<file path="src/rtl/frame_filter_sequencer.sv">
// frame_filter_sequencer: control sequencer for the noise-estimation pass
// followed by the Wiener stats/calc pass, including pipeline-drain blocks.
// All outputs are registered and are decoded from the next-state values.
module frame_filter_sequencer #(
  parameter int unsigned BLOCK_SIZE        = 8,
  parameter int unsigned SETTLE_CYCLES     = 4,
  parameter int unsigned ROW_GAP_CYCLES    = 4,
  parameter int unsigned WIENER_ROW_CYCLES = 8,
  parameter int unsigned DRAIN_BLOCKS      = 2,
  localparam int unsigned ROW_W = (BLOCK_SIZE > 1) ? $clog2(BLOCK_SIZE) : 1
) (
  input  logic             clk,
  input  logic             rst_n,
  input  logic             enable,
  input  logic [31:0]      blocks_per_frame,
  input  logic             frame_ready_for_noise_est,
  input  logic             rlast,
  input  logic             estimated_noise_ready,
  output logic             noise_estimation_en,
  output logic             start_data_noise_est,
  output logic             start_of_frame_noise_estimation,
  output logic             wiener_block_stats_en,
  output logic             wiener_calc_en,
  output logic             start_data_wiener,
  output logic             start_of_frame_wiener,
  output logic             busy,
  output logic             frame_done,
  output logic [31:0]      block_idx,
  output logic [ROW_W-1:0] row_idx
);

  localparam logic [15:0]      SETTLE_LAST = 16'(SETTLE_CYCLES - 1);
  localparam logic [15:0]      GAP_LAST    = 16'(ROW_GAP_CYCLES - 1);
  localparam logic [15:0]      WROW_LAST   = 16'(WIENER_ROW_CYCLES - 1);
  localparam logic [15:0]      TAIL_LAST   = 16'd1;
  localparam logic [ROW_W-1:0] ROW_LAST    = ROW_W'(BLOCK_SIZE - 1);

  typedef enum logic [3:0] {
    S_IDLE, S_NE_SETTLE, S_NE_START, S_NE_ROW, S_NE_GAP, S_NE_TAIL, S_NE_WAIT,
    S_WN_SETTLE, S_WN_START, S_WN_ROW, S_WN_GAP, S_DONE
  } state_e;

  state_e           state_q, state_d;
  logic [31:0]      nblk_q, nblk_d;
  logic [31:0]      blk_q, blk_d;
  logic [ROW_W-1:0] row_q, row_d;
  logic [15:0]      cnt_q, cnt_d;
  logic             seen_q, seen_d;
  logic             ne_en_q, ne_en_d, ne_start_q, ne_start_d, ne_sof_q, ne_sof_d;
  logic             wn_en_q, wn_en_d, wn_start_q, wn_start_d, wn_sof_q, wn_sof_d;
  logic             busy_q, busy_d, done_q, done_d;
  logic             last_ne_blk, last_wn_blk;

  // 33-bit block comparisons so nblk + DRAIN_BLOCKS never wraps
  assign last_ne_blk = ({1'b0, blk_q} + 33'd1) == {1'b0, nblk_q};
  assign last_wn_blk = ({1'b0, blk_q} + 33'd1) == ({1'b0, nblk_q} + 33'(DRAIN_BLOCKS));

  // Next-state, counters, and next-output decode
  always_comb begin
    state_d = state_q;
    nblk_d  = nblk_q;
    blk_d   = blk_q;
    row_d   = row_q;
    cnt_d   = cnt_q;
    seen_d  = seen_q | (estimated_noise_ready & (state_q != S_IDLE));
    case (state_q)
      S_IDLE: begin
        if (enable && frame_ready_for_noise_est && (blocks_per_frame != '0)) begin
          state_d = S_NE_SETTLE;
          nblk_d  = blocks_per_frame;
          blk_d   = '0;
          row_d   = '0;
          cnt_d   = '0;
          seen_d  = 1'b0;
        end
      end
      S_NE_SETTLE: begin
        if (cnt_q == SETTLE_LAST) begin
          state_d = S_NE_START;
          cnt_d   = '0;
        end else cnt_d = cnt_q + 16'd1;
      end
      S_NE_START: begin
        state_d = S_NE_ROW;
        row_d   = '0;
        cnt_d   = '0;
      end
      S_NE_ROW: begin
        if (rlast) begin
          cnt_d   = '0;
          state_d = (row_q == ROW_LAST) ? S_NE_TAIL : S_NE_GAP;
        end
      end
      S_NE_GAP: begin
        if (cnt_q == GAP_LAST) begin
          state_d = S_NE_ROW;
          row_d   = row_q + ROW_W'(1);
          cnt_d   = '0;
        end else cnt_d = cnt_q + 16'd1;
      end
      S_NE_TAIL: begin
        if (cnt_q == TAIL_LAST) begin
          state_d = last_ne_blk ? S_NE_WAIT : S_NE_START;
          blk_d   = blk_q + 32'd1;
          row_d   = '0;
          cnt_d   = '0;
        end else cnt_d = cnt_q + 16'd1;
      end
      S_NE_WAIT: begin
        if (estimated_noise_ready || seen_q) begin
          state_d = S_WN_SETTLE;
          blk_d   = '0;
          cnt_d   = '0;
        end
      end
      S_WN_SETTLE: begin
        if (cnt_q == SETTLE_LAST) begin
          state_d = S_WN_START;
          cnt_d   = '0;
        end else cnt_d = cnt_q + 16'd1;
      end
      S_WN_START: begin
        state_d = S_WN_ROW;
        row_d   = '0;
        cnt_d   = '0;
      end
      S_WN_ROW: begin
        if (cnt_q == WROW_LAST) begin
          cnt_d = '0;
          if (row_q == ROW_LAST) begin
            state_d = last_wn_blk ? S_DONE : S_WN_START;
            blk_d   = blk_q + 32'd1;
            row_d   = '0;
          end else state_d = S_WN_GAP;
        end else cnt_d = cnt_q + 16'd1;
      end
      S_WN_GAP: begin
        if (cnt_q == GAP_LAST) begin
          state_d = S_WN_ROW;
          row_d   = row_q + ROW_W'(1);
          cnt_d   = '0;
        end else cnt_d = cnt_q + 16'd1;
      end
      S_DONE:  state_d = S_IDLE;
      default: state_d = S_IDLE;
    endcase

    // Outputs follow the state being entered so they line up with it once registered
    ne_en_d    = (state_d == S_NE_ROW) || (state_d == S_NE_TAIL);
    ne_start_d = (state_d == S_NE_START);
    ne_sof_d   = (state_d == S_NE_START) && (blk_d == '0);
    wn_en_d    = (state_d == S_WN_START) || (state_d == S_WN_ROW);
    wn_start_d = (state_d == S_WN_START) && (blk_d < nblk_d);
    wn_sof_d   = (state_d == S_WN_START) && (blk_d == '0);
    busy_d     = (state_d != S_IDLE);
    done_d     = (state_d == S_DONE);
  end

  // State, counter and output registers
  always_ff @(posedge clk or negedge rst_n) begin
    if (!rst_n) begin
      state_q    <= S_IDLE;
      nblk_q     <= '0;
      blk_q      <= '0;
      row_q      <= '0;
      cnt_q      <= '0;
      seen_q     <= 1'b0;
      ne_en_q    <= 1'b0;
      ne_start_q <= 1'b0;
      ne_sof_q   <= 1'b0;
      wn_en_q    <= 1'b0;
      wn_start_q <= 1'b0;
      wn_sof_q   <= 1'b0;
      busy_q     <= 1'b0;
      done_q     <= 1'b0;
    end else begin
      state_q    <= state_d;
      nblk_q     <= nblk_d;
      blk_q      <= blk_d;
      row_q      <= row_d;
      cnt_q      <= cnt_d;
      seen_q     <= seen_d;
      ne_en_q    <= ne_en_d;
      ne_start_q <= ne_start_d;
      ne_sof_q   <= ne_sof_d;
      wn_en_q    <= wn_en_d;
      wn_start_q <= wn_start_d;
      wn_sof_q   <= wn_sof_d;
      busy_q     <= busy_d;
      done_q     <= done_d;
    end
  end

  assign noise_estimation_en             = ne_en_q;
  assign start_data_noise_est            = ne_start_q;
  assign start_of_frame_noise_estimation = ne_sof_q;
  assign wiener_block_stats_en           = wn_en_q;
  assign wiener_calc_en                  = wn_en_q;
  assign start_data_wiener               = wn_start_q;
  assign start_of_frame_wiener           = wn_sof_q;
  assign busy                            = busy_q;
  assign frame_done                      = done_q;
  assign block_idx                       = blk_q;
  assign row_idx                         = row_q;

endmodule

</file>
<file path="config.mk">
export PLATFORM = sky130hd
export DESIGN_NAME = frame_filter_sequencer
export DESIGN_NICKNAME = d
export VERILOG_FILES = /design/src/rtl/frame_filter_sequencer.sv
export SDC_FILE = /design/constraint.sdc
export NUM_CORES = 1
export LEC_CHECK = 0
export CAP_MARGIN = 5
export CELL_PAD_IN_SITES_DETAIL_PLACEMENT = 1
export CELL_PAD_IN_SITES_GLOBAL_PLACEMENT = 1
export CORE_ASPECT_RATIO = 1.1
export CORE_MARGIN = 10
export CORE_UTILIZATION = 44
export DETAILED_ROUTE_END_ITERATION = 6
export PLACE_DENSITY_LB_ADDON = 0.1
export SLEW_MARGIN = 40
export SYNTH_ARGS = -nofsm -noshare
export SYNTH_HDL_FRONTEND = slang
export SYNTH_SLANG_ARGS = --single-unit
</file>
<file path="constraint.sdc">
create_clock -name clk -period 6 [get_ports clk]
set_clock_uncertainty 0.1 [all_clocks]
set_input_delay 1.5 -clock clk [delete_from_list [all_inputs] [get_ports clk]]
set_output_delay 1.5 -clock clk [all_outputs]
set_load 0.02 [all_outputs]
</file>
==> results.cfg <==
[worst_setup_path]
setup.worst_path.class = in -> reg
crit_path_start = blocks_per_frame[17]
crit_fanout = 19
arrival_ps = 5790
end_kind = register
cp.required_ps = 6150
crit_path_start_kind = input pin
r2r-start = cnt_q[9]

[finish]
fin_nets = 1111
drive_gt1_share_pct = 6.34
diodes = 0
fillCellCount = 2192
final_util_pct = 51.9
layoutNonFillerInstCount = 1284
area_growth_syn_to_layout_pct = 16.1

[synth]
synth-seq-cells = 96
syn_inst = 989
yosys.area_share.simple_pct = 29.2
synth-compound-area-share_pct = 15.0
yosys.area.top_type_share_pct = 29.2
synth_area_per_cell_um2 = 8.31
synth_top_family_by_area = simple AND/OR/NAND/NOR gates
async_reset_ff_share_pct = 100
synth_edf_count = 0
synth.distinct_cells = 77
yosys.area.top_type = dfrtp_1
syn_nets = 1064
yosys-top-cells-area = dfrtp_1 29%, xnor2_1 6.0%, ha_1 5.6%, o21ai_0 4.6%, mux2i_1 4.0%
synth.area.mux_share_pct = 4.56
ys_seq_area_share_pct = 29.2
synth_ff_type = dfrtp_1
synthAdderAreaFrac_pct = 5.75
synth_xor_area_share_pct = 10.9
synth_area_um2 = 8220
ys_warn_count = 0

[cts]
cts_buffer_depth = 2
cts_tree = done
numClockSinks = 96
clk_pin_slew_worst_paths_ps = 70
clkLatencyLatePin_ps = 370
cts_repair_resize_count = 0
holdBufCountCts = 0
cts_made_buffers = 9
cts-root-buf = clkbuf_16
htreeDepth = 3
post-cts-setup-buffer-count = 0

[power_and_ir_drop]
switchingPower_w = 0.000322
leakagePower_nw = 4.13
seqPwrFrac_pct = 48.8
power_density_nw_per_um2 = 139
pwr-share-clk_pct = 47.6
peakVddDrop_mv = 0.134
p_sw_share_pct = 24.3
finalPower_w = 0.00132
power_frac_comb_pct = 3.6
p_int_w = 0.00100

[status]
status = finished clean

[sta]
tns_ps = 0
drv_slew = 0
hold_violations = 0
relSlewSlack_pct = 43.2
tightest_slew_ps = 844
setup_viol = 0
finalCritPeriodShare_pct = 94.1
rsz0062_at_grt = false
fin_crit_ps = 5640
fmax_ghz = 0.177
hold_slack_ps = 416

[die]
fp.coreArea_um2 = 18400
fp.dieH_um = 163
start_util_pct = 44.7
die_x_um = 150
num_rows = 52
io_pins = 82
die-area_um2 = 24600

[detailed_routing]
routedWlPerCell_um = 24.0
dr.pass1.iters = 5
wirelength_um = 30800
drc = 0
via_per_inst = 6.34
detail-route-antenna-nets = 0
vias = 8138
first_iter_violations = 572

[place]
dp_hpwl_um = 24200
gp_congestion = 0.924
placed_cells = 1268
port-buffer-count = 81

[hold_path]
hp-start = row_idx[1]
hold_class = reg -> reg

[global_routing]
grt-ovfl-total = 0
grt_pass1_wl_um = 48000
grt_pass1_vias = 8200
grt_use_total_pct = 25.1
antenna_found_initial = 1
grt_max_degree = 51

[run]
max_cap_violations = 0
state kept, by name (all words and copies together) (netlist names):
name / flops
wiener_block_stats_en: 1
start_data_wiener: 1
cnt_q: 16
row_idx: 3
start_of_frame_noise_estimation: 1
state_q: 4
start_data_noise_est: 1
nblk_q: 32
busy: 1
block_idx: 32
start_of_frame_wiener: 1
frame_done: 1
seen_q: 1
noise_estimation_en: 1
cells by family (layout without fill, tap and decap cells):
| group | Yosys count | after routing |
|---|---|---|
| flops | 96 | 96 |
| compound gates | 195 | 195 |
| simple gates | 429 | 429 |
| fa+ha+maj | 38 | 38 |
| buf+inv | 106 | 158 |
| xor+xnor | 88 | 88 |
| mux | 37 | 37 |
power groups by stage:
stage          registers (W)   logic (W)  clock network, W
6_report            0.000646   0.0000475          0.000630
3_3_place_gp        0.000659   0.0000484                 0
5_1_grt             0.000646   0.0000520          0.000663
3_5_place_dp        0.000659   0.0000485                 0
4_1_cts             0.000646   0.0000487          0.000637
2_1_floorplan       0.000659  0.00000251                 0
through the flow:
step	cell area, um^2	worst slack [ps]
3_5_place_dp	9220	-7.08
6_report	9550	357
3_3_place_gp	9200	218
4_1_cts	9540	359
2_1_floorplan	8220	1040
5_1_grt	9550	28.9
final cells by class:
class | count | area, um^2 | share of cell area (%)
multi-input cells | 787 | 5420 | 56.8
flip-flops and latches | 96 | 2400 | 25.2
inverters | 45 | 169 | 1.77
repair buffers | 97 | 938 | 9.83
well taps | 243 | 304 | 3.18
clock buffers | 9 | 225 | 2.36
clock inverters | 7 | 88.8 | 0.930
routing by layer:
metal / part of all wire, % / vias to the layer above / track usage [%]
li1: - / 3746 / -
met1: 43 / 4051 / 33.0
met2: 47 / 289 / 40.2
met3: 8.2 / 50 / 5.45
met4: 2.3 / 2 / 7.65
met5: 0.042 / - / 0
synthesized netlist by cell type (all sizes together) (10+ instances only):
cell	instances
xor2	23
nor3	32
xnor2	56
a21o	11
clkbuf	32
ha	37
nor2b	11
mux2i	33
nand2	73
and3	19
nand3	39
buf	29
nand2b	10
o21ai	75
nor4	44
o31ai	18
nand4	48
nor4b	10
inv	44
a21oi	33
and4	13
nor2	79
dfrtp	96
layout by cell type (no fill, tap or decap), drive strengths merged, types with 37 or more instances in the layout:
| cell type | instances |
|---|---|
| clkdlybuf4s50 | 80 |
| dfrtp | 96 |
| ha | 37 |
| inv | 46 |
| nand2 | 73 |
| nand3 | 39 |
| nand4 | 48 |
| nor2 | 79 |
| nor4 | 44 |
| o21ai | 75 |
| xnor2 | 56 |
path summary, 6_finish.rpt:
kind                                     end  cells after the start  slack (ps)
min in group asynchronous          cnt_q[11]                      1        1060
setup / recovery           start_data_wiener                     18         360
setup reg to reg           start_data_wiener                     19        1030
max in group asynchronous  start_data_wiener                      2        3640
hold / removal                    row_idx[1]                      2         420
hold reg to reg                   row_idx[1]                      2         420
worst max-delay path, stage by stage:
cell and delay [ps]:
clkdlybuf4s50_1 430, nor4_1 560, nand4_1 320, o211a_1 350
o2111ai_2 200, buf_4 270, buf_4 260, o21ai_0 110
o41ai_1 140, ha_1 370, a21o_1 160, a21o_1 170
a21oi_1 140, nor2b_1 60, o21ai_0 240, o211ai_1 140
o211ai_1 110, nor4bb_1 260
No activity file was read; power rests on OpenSTA's default activity.
